File: config.mk
export PLATFORM = sky130hd
export DESIGN_NAME = paralelo_serial_tx_flat
export DESIGN_NICKNAME = d
export VERILOG_FILES = /design/src/rtl/paralelo_serial_tx_if.sv /design/src/rtl/paralelo_serial_tx.sv /design/src/flat_wrapper.sv
export SDC_FILE = /design/constraint.sdc
export NUM_CORES = 1
export LEC_CHECK = 0
export ABC_AREA = 1
export CORE_MARGIN = 1.5
export CORE_UTILIZATION = 55
export DETAILED_ROUTE_END_ITERATION = 6
export PLACE_DENSITY = 0.82
export SLEW_MARGIN = 20
export SYNTH_ARGS = -nofsm -noshare
export SYNTH_HDL_FRONTEND = slang
export SYNTH_SLANG_ARGS = --single-unit
export TNS_END_PERCENT = 100
File: constraint.sdc
create_clock -name clk -period 4 [get_ports clk]
set_input_delay 0.6 -clock clk [delete_from_list [all_inputs] [get_ports clk]]
set_output_delay 0.6 -clock clk [all_outputs]
set_load 0.005 [all_outputs]
File: src/rtl/paralelo_serial_tx_if.sv
// Link-layer symbol handshake between the link layer (master) and the
// parallel-to-serial stage (slave).
//   data_in   : 8-bit symbol offered by the link layer
//   valid_in  : data_in holds a symbol to send
//   ready_out : serializer can take a symbol this cycle
interface paralelo_serial_tx_if;
  localparam int unsigned DATA_W = 8;

  logic [DATA_W-1:0] data_in;
  logic              valid_in;
  logic              ready_out;

  modport master (output data_in, output valid_in, input ready_out);
  modport slave  (input data_in, input valid_in, output ready_out);
endinterface

File: src/rtl/paralelo_serial_tx.sv
// Parallel-to-serial stage of the transmit PHY. Takes 8-bit symbols over a
// valid/ready handshake and shifts them out MSB-first, one bit per clock.
// When no user byte is pending it sends IDLE_SYM so the downstream stage sees
// a gap-free stream of 8-bit aligned symbols.
// Ports:
//   clk        : bit clock, one serial bit per rising edge
//   reset      : asynchronous active-low reset
//   bus        : symbol handshake (slave side: data_in, valid_in, ready_out)
//   serial_out : serial bit stream, MSB first
//   sym_start  : high during bit 7 (first bit) of every symbol
//   is_data    : high for all 8 bits of a user symbol, low during IDLE_SYM
module paralelo_serial_tx #(
  parameter logic [7:0] IDLE_SYM = 8'hBC
) (
  input  logic                 clk,
  input  logic                 reset,
  paralelo_serial_tx_if.slave  bus,
  output logic                 serial_out,
  output logic                 sym_start,
  output logic                 is_data
);

  localparam int unsigned DATA_W = 8;
  localparam int unsigned CNT_W  = 3;
  localparam logic [CNT_W-1:0] LAST_BIT = CNT_W'(DATA_W - 1);

  typedef enum logic {
    ST_IDLE = 1'b0,
    ST_DATA = 1'b1
  } state_t;

  state_t             state_q, state_d;
  logic [CNT_W-1:0]   bit_cnt_q, bit_cnt_d;
  logic [DATA_W-1:0]  shift_q, shift_d;
  logic [DATA_W-1:0]  buf_data_q, buf_data_d;
  logic               buf_full_q, buf_full_d;
  logic               serial_d, sym_start_d, is_data_d, ready_d;
  logic               boundary_c;
  logic               accept_c;

  assign boundary_c = (bit_cnt_q == LAST_BIT);
  // ready_out low masks valid_in entirely, so an X on valid_in cannot leak in.
  assign accept_c   = bus.ready_out && bus.valid_in;

  // State register.
  always_ff @(posedge clk or negedge reset) begin
    if (!reset) begin
      state_q <= ST_IDLE;
    end else begin
      state_q <= state_d;
    end
  end

  // Next state: the symbol type is decided only at a boundary, from the
  // buffer occupancy seen before that edge.
  always_comb begin
    state_d = state_q;
    if (boundary_c) begin
      state_d = buf_full_q ? ST_DATA : ST_IDLE;
    end
  end

  // Next values of the datapath and registered outputs.
  always_comb begin
    bit_cnt_d   = bit_cnt_q + CNT_W'(1);
    shift_d     = {shift_q[DATA_W-2:0], shift_q[DATA_W-1]};
    serial_d    = shift_q[DATA_W-2];
    sym_start_d = 1'b0;
    is_data_d   = is_data;
    buf_data_d  = buf_data_q;
    buf_full_d  = buf_full_q;

    if (boundary_c) begin
      shift_d     = buf_full_q ? buf_data_q : IDLE_SYM;
      serial_d    = shift_d[DATA_W-1];
      sym_start_d = 1'b1;
      is_data_d   = (state_d == ST_DATA);
      buf_full_d  = 1'b0;
    end

    // An accept needs ready_out=1, i.e. an empty buffer, so it never
    // collides with a boundary load of a buffered byte.
    if (accept_c) begin
      buf_data_d = bus.data_in;
      buf_full_d = 1'b1;
    end

    ready_d = !buf_full_d;
  end

  // Datapath and output registers.
  always_ff @(posedge clk or negedge reset) begin
    if (!reset) begin
      bit_cnt_q     <= LAST_BIT;
      shift_q       <= IDLE_SYM;
      buf_data_q    <= '0;
      buf_full_q    <= 1'b0;
      serial_out    <= 1'b0;
      sym_start     <= 1'b0;
      is_data       <= 1'b0;
      bus.ready_out <= 1'b0;
    end else begin
      bit_cnt_q     <= bit_cnt_d;
      shift_q       <= shift_d;
      buf_data_q    <= buf_data_d;
      buf_full_q    <= buf_full_d;
      serial_out    <= serial_d;
      sym_start     <= sym_start_d;
      is_data       <= is_data_d;
      bus.ready_out <= ready_d;
    end
  end

endmodule

File: src/flat_wrapper.sv
// flat-port wrapper written by rule: the top's interface ports become plain ports
module paralelo_serial_tx_flat 
#(
  parameter logic [7:0] IDLE_SYM = 8'hBC
)
  (clk, reset, serial_out, sym_start, is_data, bus_data_in, bus_valid_in, bus_ready_out);
  paralelo_serial_tx_if bus_i ();
  input  logic clk;
  input  logic reset;
  output logic serial_out;
  output logic sym_start;
  output logic is_data;
  input wire logic [$bits(bus_i.data_in)-1:0] bus_data_in;
  input wire logic [$bits(bus_i.valid_in)-1:0] bus_valid_in;
  output wire logic [$bits(bus_i.ready_out)-1:0] bus_ready_out;
  assign bus_i.data_in = bus_data_in;
  assign bus_i.valid_in = bus_valid_in;
  assign bus_ready_out = bus_i.ready_out;
  paralelo_serial_tx #(.IDLE_SYM(IDLE_SYM)) u_core (.clk(clk), .reset(reset), .bus(bus_i), .serial_out(serial_out), .sym_start(sym_start), .is_data(is_data));
endmodule
---- After elaboration in Yosys (flattened, before gate mapping) ----
Index checks and enable logic that the tools add are counted.
operators by class
  reductions and logical operators ........ 2
  muxes and demuxes ....................... 8
  $add $sub $neg .......................... 1
  equal/unequal tests ..................... 1
operators by type and width
  operator                                                        count
  8-bit 2-to-1 mux                                                2
  1-bit 2-to-1 mux                                                6
  3-bit by 1-bit adder with 3-bit output (second input constant)  1
  3-bit equality test (second input constant)                     1
  1-bit logical AND                                               1
  1-bit zero test                                                 1
storage, ports and cells
  logic and storage cells ................. 21
  input bits .............................. 11
  register bits ........................... 25

---- Logic depth before layout (Yosys ltp) ----
Gate-level depths: netlist of run 1.
  depth in word-level cells ............... 4
  mapped depth ............................ 7

---- Worst setup path before layout of run 1 ----
No wires, ideal clock.
  path kind ............................... reg2reg
  start point ............................. reg u_core.bit_cnt_q[0]
  end point ............................... reg u_core.serial_out
  library setup time ...................... 120 ps
  data arrival time ....................... 1132 ps
  path slack .............................. 2748 ps
  cell stages (with the launch flop) ...... 7
  data required time ...................... 3880 ps
  path buffers ............................ 1
  period minus slack after synthesis ...... 1252 ps
  path through ............................ dfstp_2 ha_1 ha_1 buf_6 nand2_4 nor2_1 nor2_1
on the way
  cells in the longest elaborated chain, start to end .. 2
ends and longest elaborated chain
  element                    RTL line                   source
  start, declared            paralelo_serial_tx.sv:33   logic [CNT_W-1:0] bit_cnt_q, bit_cnt_d;
  start signal, assigned     paralelo_serial_tx.sv:103  bit_cnt_q <= bit_cnt_d;
  3-bit equality test        paralelo_serial_tx.sv:41   assign boundary_c = (bit_cnt_q == LAST_BIT);
  1-bit 2-to-1 mux           paralelo_serial_tx.sv:73   if (boundary_c) begin
  named net u_core.serial_d  paralelo_serial_tx.sv:37   logic serial_d, sym_start_d, is_data_d, ready_d;
  end signal, assigned       paralelo_serial_tx.sv:107  serial_out <= serial_d;
  end, declared              paralelo_serial_tx.sv:18   output logic serial_out,
The timed path passes the listed nets, and every way through them passes these cells.
A chain may end at the register's enable or synchronous reset.

---- Worst setup path in the final report of run 1 ----
  start point ............................. reg u_core.bus.ready_out
  end point ............................... out bus_ready_out
RTL lines
  element                 RTL line                     source
  start, declared         paralelo_serial_tx_if.sv:14  modport slave (input data_in, input valid_in, output ready_out);
  start signal, assigned  paralelo_serial_tx.sv:110    bus.ready_out <= ready_d;
  end, declared           flat_wrapper.sv:15           output wire logic [$bits(bus_i.ready_out)-1:0] bus_ready_out;
No word-level cell between the ends.

==> run metrics, run 1 <==
Top Ports=15; clk slew on worst S/H paths=around 0.13 ns; Hold WC Path Type=input pin to asynchronous set/reset pin; largest stage delay on the critical path=~0.63 ns; drt wl/cell=roughly 10 um; # setup viols final=0; Worst-Skew Late Latency=~0.30 ns; Internal=between 0.4 and 0.5 mW; Min Hold Slack=between 0.2 and 0.3 ns; post-synth cell types=14; Tot GR Track Use=between 10% and 20%; Nets=between 100 and 150; # Post-CTS Setup Buffers=0; Final Util=around two thirds; top-area cell type share of the netlist area=42.9%; mux cell area share after synthesis=0%; Seq/Total Area, Yosys=between 60% and 70%; footprint of the multi-input gates=approximately 300 um2; # diodes=0; clock power share=between 10% and 20%; Post-Syn Instances=95; final hold violations=0; max-cap violations=0; largest family of logic cells by synthesized area=simple AND/OR/NAND/NOR gates; biggest area consumer among synthesized cells=dfrtp_1; TritonRoute pass-1 iters=4; largest net degree at the start of global routing=26; Worst VDD drop=approximately 0.21 mV; clk sinks=25; combinational cell fraction of total power=15.6%; layout cells sized above 1=between 10% and 20%; H-tree depth=1; Chip Height=45.5 um; startpoint class of the critical path=flop; TritonCTS clock tree=yes; status=complete, no violations; Reg-to-Reg Start=u_core.bit_cnt_q[0]; power density over the cells=464 nW/um2; Avg Inst Size Synth=10.4 um2; Synth Register Bits=25; post-route insts no fill=135; CP Class=flop to primary output; Detail Route Antenna Nets=0; XOR/XNOR share of the synthesized area=0%; CP startpoint=u_core.bus.ready_out; dpl cells=around 130; clock skew=a little under 0.009 ns; Overflow after GRT=0; Crit. End Element=primary output; P_leak=just under 0.6 nW; CP Cell Sequence=clkdlybuf4s50_1; Seq pwr share=roughly 65%; Port Buffer Count=14; top post-synthesis cells by area=dfrtp_1 43%, dfstp_2 21%, nand2_1 11%, nor2_1 5.7%, nand3_1 4.5%; Synth-to-Final Area Change=16.0%; DR iter-0 viols=11; post-synthesis net count=between 100 and 150; # DRC=0; die footprint=~2100 um2; RSZ-0062 raised after global routing=no; initial antenna violation count=0; core area=between 1500 and 2000 um2; delay-heaviest family, CP=flip-flops; total CTS buffers=3; R2R setup slack=2.54 ns; worst rel slew slack=64.8%; Slowest cell on crit path=dfrtp_1; DR vias=around 610; Final Cycle Share=between 50% and 60%; critical path data required time=between 3 and 4 ns; Post-Syn Area=between 900 and 1000 um2; Die X=45.5 um; pre-CTS setup slack=2.10 ns; vias in the first global route=around 550; crit path DAT=roughly 1.5 ns; Max clock buf depth=2; sw frac=approximately a quarter; # fillers=140; YS warnings=0; GPL Wtd Cong=roughly 0.74; worst setup margin=approximately 1.9 ns; fmax=around 0.47 GHz; post-DR vias/cell=4.53; sw power=approximately 0.13 mW; Max Transition Viols Final=0; Synth Area in Compound Gates=0.883%; Resized cells post-CTS=0; drt total wl=around 1.4 mm; CTS Hold Bufs=0; critical path fanouts, max=10; first-pass GRT wire length=~2.3 mm; Worst Max-Slew Pin Slew=roughly 0.53 ns; fin crit period=~2.1 ns; setup TNS=0 ns; Initial Utilization=just under 60%; Simple-Gate Fraction of Synth Area=between 20 and 25%; Reg area=~640 um2; Post-Synth Adder-Cell Area=about 3.8%; row count=15; clk root buf=clkbuf_4; hpwl dp=between 1 and 1.5 mm; Buf+Inv Stages, Crit Path=1
## synthesized netlist by cell type
master and instances:
dfstp_2 8, nand2_1 29, ha_1 3, inv_1 5, nor2_1 15, dfrtp_1 17
inv_4 1, buf_6 3, o21ai_2 1, inv_2 1, nand2_4 1, nand3_1 9
and2_1 1, nand2_8 1
## layer usage
| layer | GRT usage [%] | part of all wire, % |
|---|---|---|
| met3 | 2.38 | 3.2 |
| met5 | 0 | 0 |
| met4 | 7.06 | 0.85 |
| met1 | 21.9 | 50 |
| met2 | 24.8 | 46 |
## worst paths after layout
check                                        to  cells past startpoint
max                               bus_ready_out                      1
max in group asynchronous     u_core.shift_q[2]                      1
min reg2reg                 u_core.bit_cnt_q[0]                      1
max reg2reg                   u_core.serial_out                      5
min in group clk            u_core.bit_cnt_q[0]                      1
min                        u_core.buf_data_q[7]                      1
## power by group through the flow
stage               Sequential (mW)  Clock [mW]  Combinational [mW]
floorplan                     0.341           0              0.0569
global placement              0.348           0              0.0825
detailed placement            0.350           0              0.0854
CTS                           0.345       0.109              0.0857
global route                  0.351       0.120              0.0956
finish                        0.345       0.106              0.0834
## per-stage QoR
| stage | instance area, um2 | power [mW] |
|---|---|---|
| finish | 1150 | 0.534 |
| global route | 1150 | 0.566 |
| CTS | 1160 | 0.540 |
| detailed placement | 1130 | 0.436 |
| global placement | 1130 | 0.430 |
| floorplan | 992 | 0.398 |
## kinds of logic (layout without fill, tap and decap cells)
family,Yosys count,after routing
simple gates,56,56
flops,25,25
buf+inv,10,25
fa+ha+maj,3,3
compound gates,1,1
## layout by cell type, fill, tap and decap left out
master,n
and2_1,1
buf_2,1
clkbuf_1,1
clkbuf_4,3
clkdlybuf4s50_1,13
dfrtp_1,17
dfstp_2,8
ha_1,3
inv_1,5
inv_2,1
inv_4,1
nand2_1,29
nand2_4,1
nand2_8,1
nand3_1,9
nor2_1,15
o21ai_2,1
## layout make-up
class / count / area share, %
flip-flops and latches: 25 / 55.2
multi-input cells: 60 / 25.5
repair buffers: 14 / 11.7
well taps: 25 / 2.72
inverters: 7 / 2.50
clock buffers: 4 / 2.28
## state kept, by name, indices dropped and copies added, names as in the netlist
name                  count
u_core.buf_data_q         8
u_core.shift_q            8
u_core.bit_cnt_q          3
u_core.buf_full_q         1
u_core.bus.ready_out      1
u_core.is_data            1
u_core.serial_out         1
u_core.state_q            1
u_core.sym_start          1
Power figures use the tool's default switching activity.
==> run 2, diff against run 1 <==
- CORE_UTILIZATION: 55 -> 46
- PLACE_DENSITY: 0.82 -> 0.73
- clock period: 4 -> 1.7 ns (I/O delays scaled with it)
==> run 2 against run 1 <==
Net effect:
- critical path depth is 4 higher
- clock-buffer cell count unchanged
- final area grew 2.0%
- global-route usage shrank 0.39 points
- clock skew down 0.0014 ns
- critical endpoint is now u_core.serial_out
==> run metrics, run 2 (synthesis gave the netlist of run 1 again) <==
status=complete, no violations; clk slew on worst S/H paths=0.12 ns (about the same); drt total wl=1.49 mm (+5.2%); first-pass GRT wire length=2.77 mm (+19%); Max Transition Viols Final=0 (unchanged); TritonRoute pass-1 iters=4 (unchanged); max-cap violations=0 (unchanged); Worst Max-Slew Pin Slew=0.438 ns (-0.0900 ns); Overflow after GRT=0 (unchanged); footprint of the multi-input gates=294 um2 (unchanged); Chip Height=49.4 um (+8.7%); row count=16 (+1); Final Power=1.26 mW (+140%); Crit. End Element=flop; # diodes=0 (unchanged); core area=2000 um2 (+17%); Worst-Skew Late Latency=0.30 ns (about the same); Buf+Inv Stages, Crit Path=0 (-1); # setup viols final=0 (unchanged); Reg area=636 um2 (unchanged); hpwl dp=1.15 mm (+9.1%); H-tree depth=1 (unchanged); RSZ-0062 raised after global routing=no; CP Cell Sequence=ha_1 -> ha_1 -> nand2_4 -> nor2_1 -> nor2_1; power density over the cells=1080 nW/um2 (+130%); drt wl/cell=10.7 um (+2.2%); DR iter-0 viols=19 (+8); setup TNS=0 ns (unchanged); Max clock buf depth=2 (unchanged); GPL Wtd Cong=0.751 (+0.93%); delay-heaviest family, CP=flip-flops; # DRC=0 (unchanged); clock skew=0.00757 ns (-0.00136 ns); # Post-CTS Setup Buffers=0 (unchanged); Final Cycle Share=approximately 84%; die footprint=2440 um2 (+18%); critical path fanouts, max=8 (-2); critical path data required time=1.89 ns (-1.51 ns); # fillers=182 (+30%); P_leak=0.588 nW (+1.7%); Detail Route Antenna Nets=0 (unchanged); CTS Hold Bufs=0 (unchanged); worst rel slew slack=70.7% (+5.9 points); final hold violations=0 (unchanged); post-DR vias/cell=4.54 (+0.14%); CP Class=flop to flop; vias in the first global route=613 (+11%); Hold WC Path Type=input pin to asynchronous set/reset pin; total CTS buffers=3 (unchanged); commonest non-fill, non-tap cell in the layout=nand2_1; Nets=127 (+1.6%); Port Buffer Count=14 (unchanged); startpoint class of the critical path=flop; Die X=49.4 um (+8.7%); DR vias=631 (+3.1%); crit path DAT=1.62 ns (+0.10 ns); Resized cells post-CTS=0 (unchanged); clk root buf=clkbuf_4; Tot GR Track Use=15.5% (-0.39 points); Crit path depth=5 (+4); initial antenna violation count=0 (unchanged); Slowest cell on crit path=dfstp_2; Synth-to-Final Area Change=18.3%; most frequent cells in the layout=29 x nand2_1, 17 x dfrtp_1, 15 x nor2_1; fmax=~0.7 GHz; clk sinks=25 (unchanged); TritonCTS clock tree=yes; Worst VDD drop=0.676 mV (+220%); largest net degree at the start of global routing=26 (unchanged); largest stage delay on the critical path=0.55 ns (-0.08 ns); Initial Utilization=49.6% (-8.5 points); largest registers=u_core.buf_data_q (8), u_core.shift_q (8), u_core.bit_cnt_q (3); fin crit period=roughly 1.4 ns; Top Ports=15 (unchanged); Reg2Reg Depth=5 (unchanged); layout cells sized above 1=16.1% (+0.62 points)
## run 2: cell count changes in the layout (fill, tap and decap cells not counted)
cell	before	now
buf_2	1	0
buf_4	0	2
clkdlybuf4s50_1	13	14
## run 2: worst register-to-register path, cell delays in order, from the launching register on
cell     delay, ns
dfstp_2       0.55
ha_1          0.16
ha_1          0.34
nand2_4       0.12
nor2_1        0.11
nor2_1        0.05
## run 2: where the power goes
part | internal [mW] | leakage (nW) | switching (mW) | total, mW
clock network | 0.0912 | 0.0150 | 0.152 | 0.243
registers | 0.750 | 0.288 | 0.0575 | 0.808
logic | 0.108 | 0.285 | 0.106 | 0.213
total | 0.949 | 0.588 | 0.315 | 1.26
## run 2: layout make-up
| class | count | share of cell area, % |
|---|---|---|
| flip-flops and latches | 25 | 54.2 |
| multi-input cells | 60 | 25.1 |
| repair buffers | 16 | 13.2 |
| well taps | 27 | 2.88 |
| inverters | 7 | 2.45 |
| clock buffers | 4 | 2.24 |
## run 2: metrics by stage
stage               instances  hold slack, ns  setup slack [ns]  area [um2]  utilization [%]
global route              139           0.316             0.178        1170             58.6
finish                    139           0.286             0.270        1170             58.6
floorplan                  95         -0.0406             0.448         992                -
global placement          135           0.427             0.298        1150             57.3
detailed placement        135           0.429             0.276        1150             57.3
CTS                       139           0.292             0.246        1170             58.6
## run 2: path summary, 6_finish.rpt
path                                     start                   end  slack [ns]
setup / recovery           u_core.bit_cnt_q[0]     u_core.serial_out        0.27
hold / removal                           reset  u_core.buf_data_q[4]        0.29
setup reg to reg           u_core.bit_cnt_q[0]     u_core.serial_out        0.27
hold reg to reg            u_core.bit_cnt_q[0]   u_core.bit_cnt_q[0]        0.46
max in group asynchronous                reset   u_core.bit_cnt_q[2]        1.11
min in group clk           u_core.bit_cnt_q[0]   u_core.bit_cnt_q[0]        0.46
## run 2: layer usage
metal	share of wire, %	vias up	global-route usage (%)
met5	0	-	0
met4	1.9	0	8.33
met3	3.7	2	2.76
met2	47	12	24.1
met1	48	290	20.7
li1	-	327	-
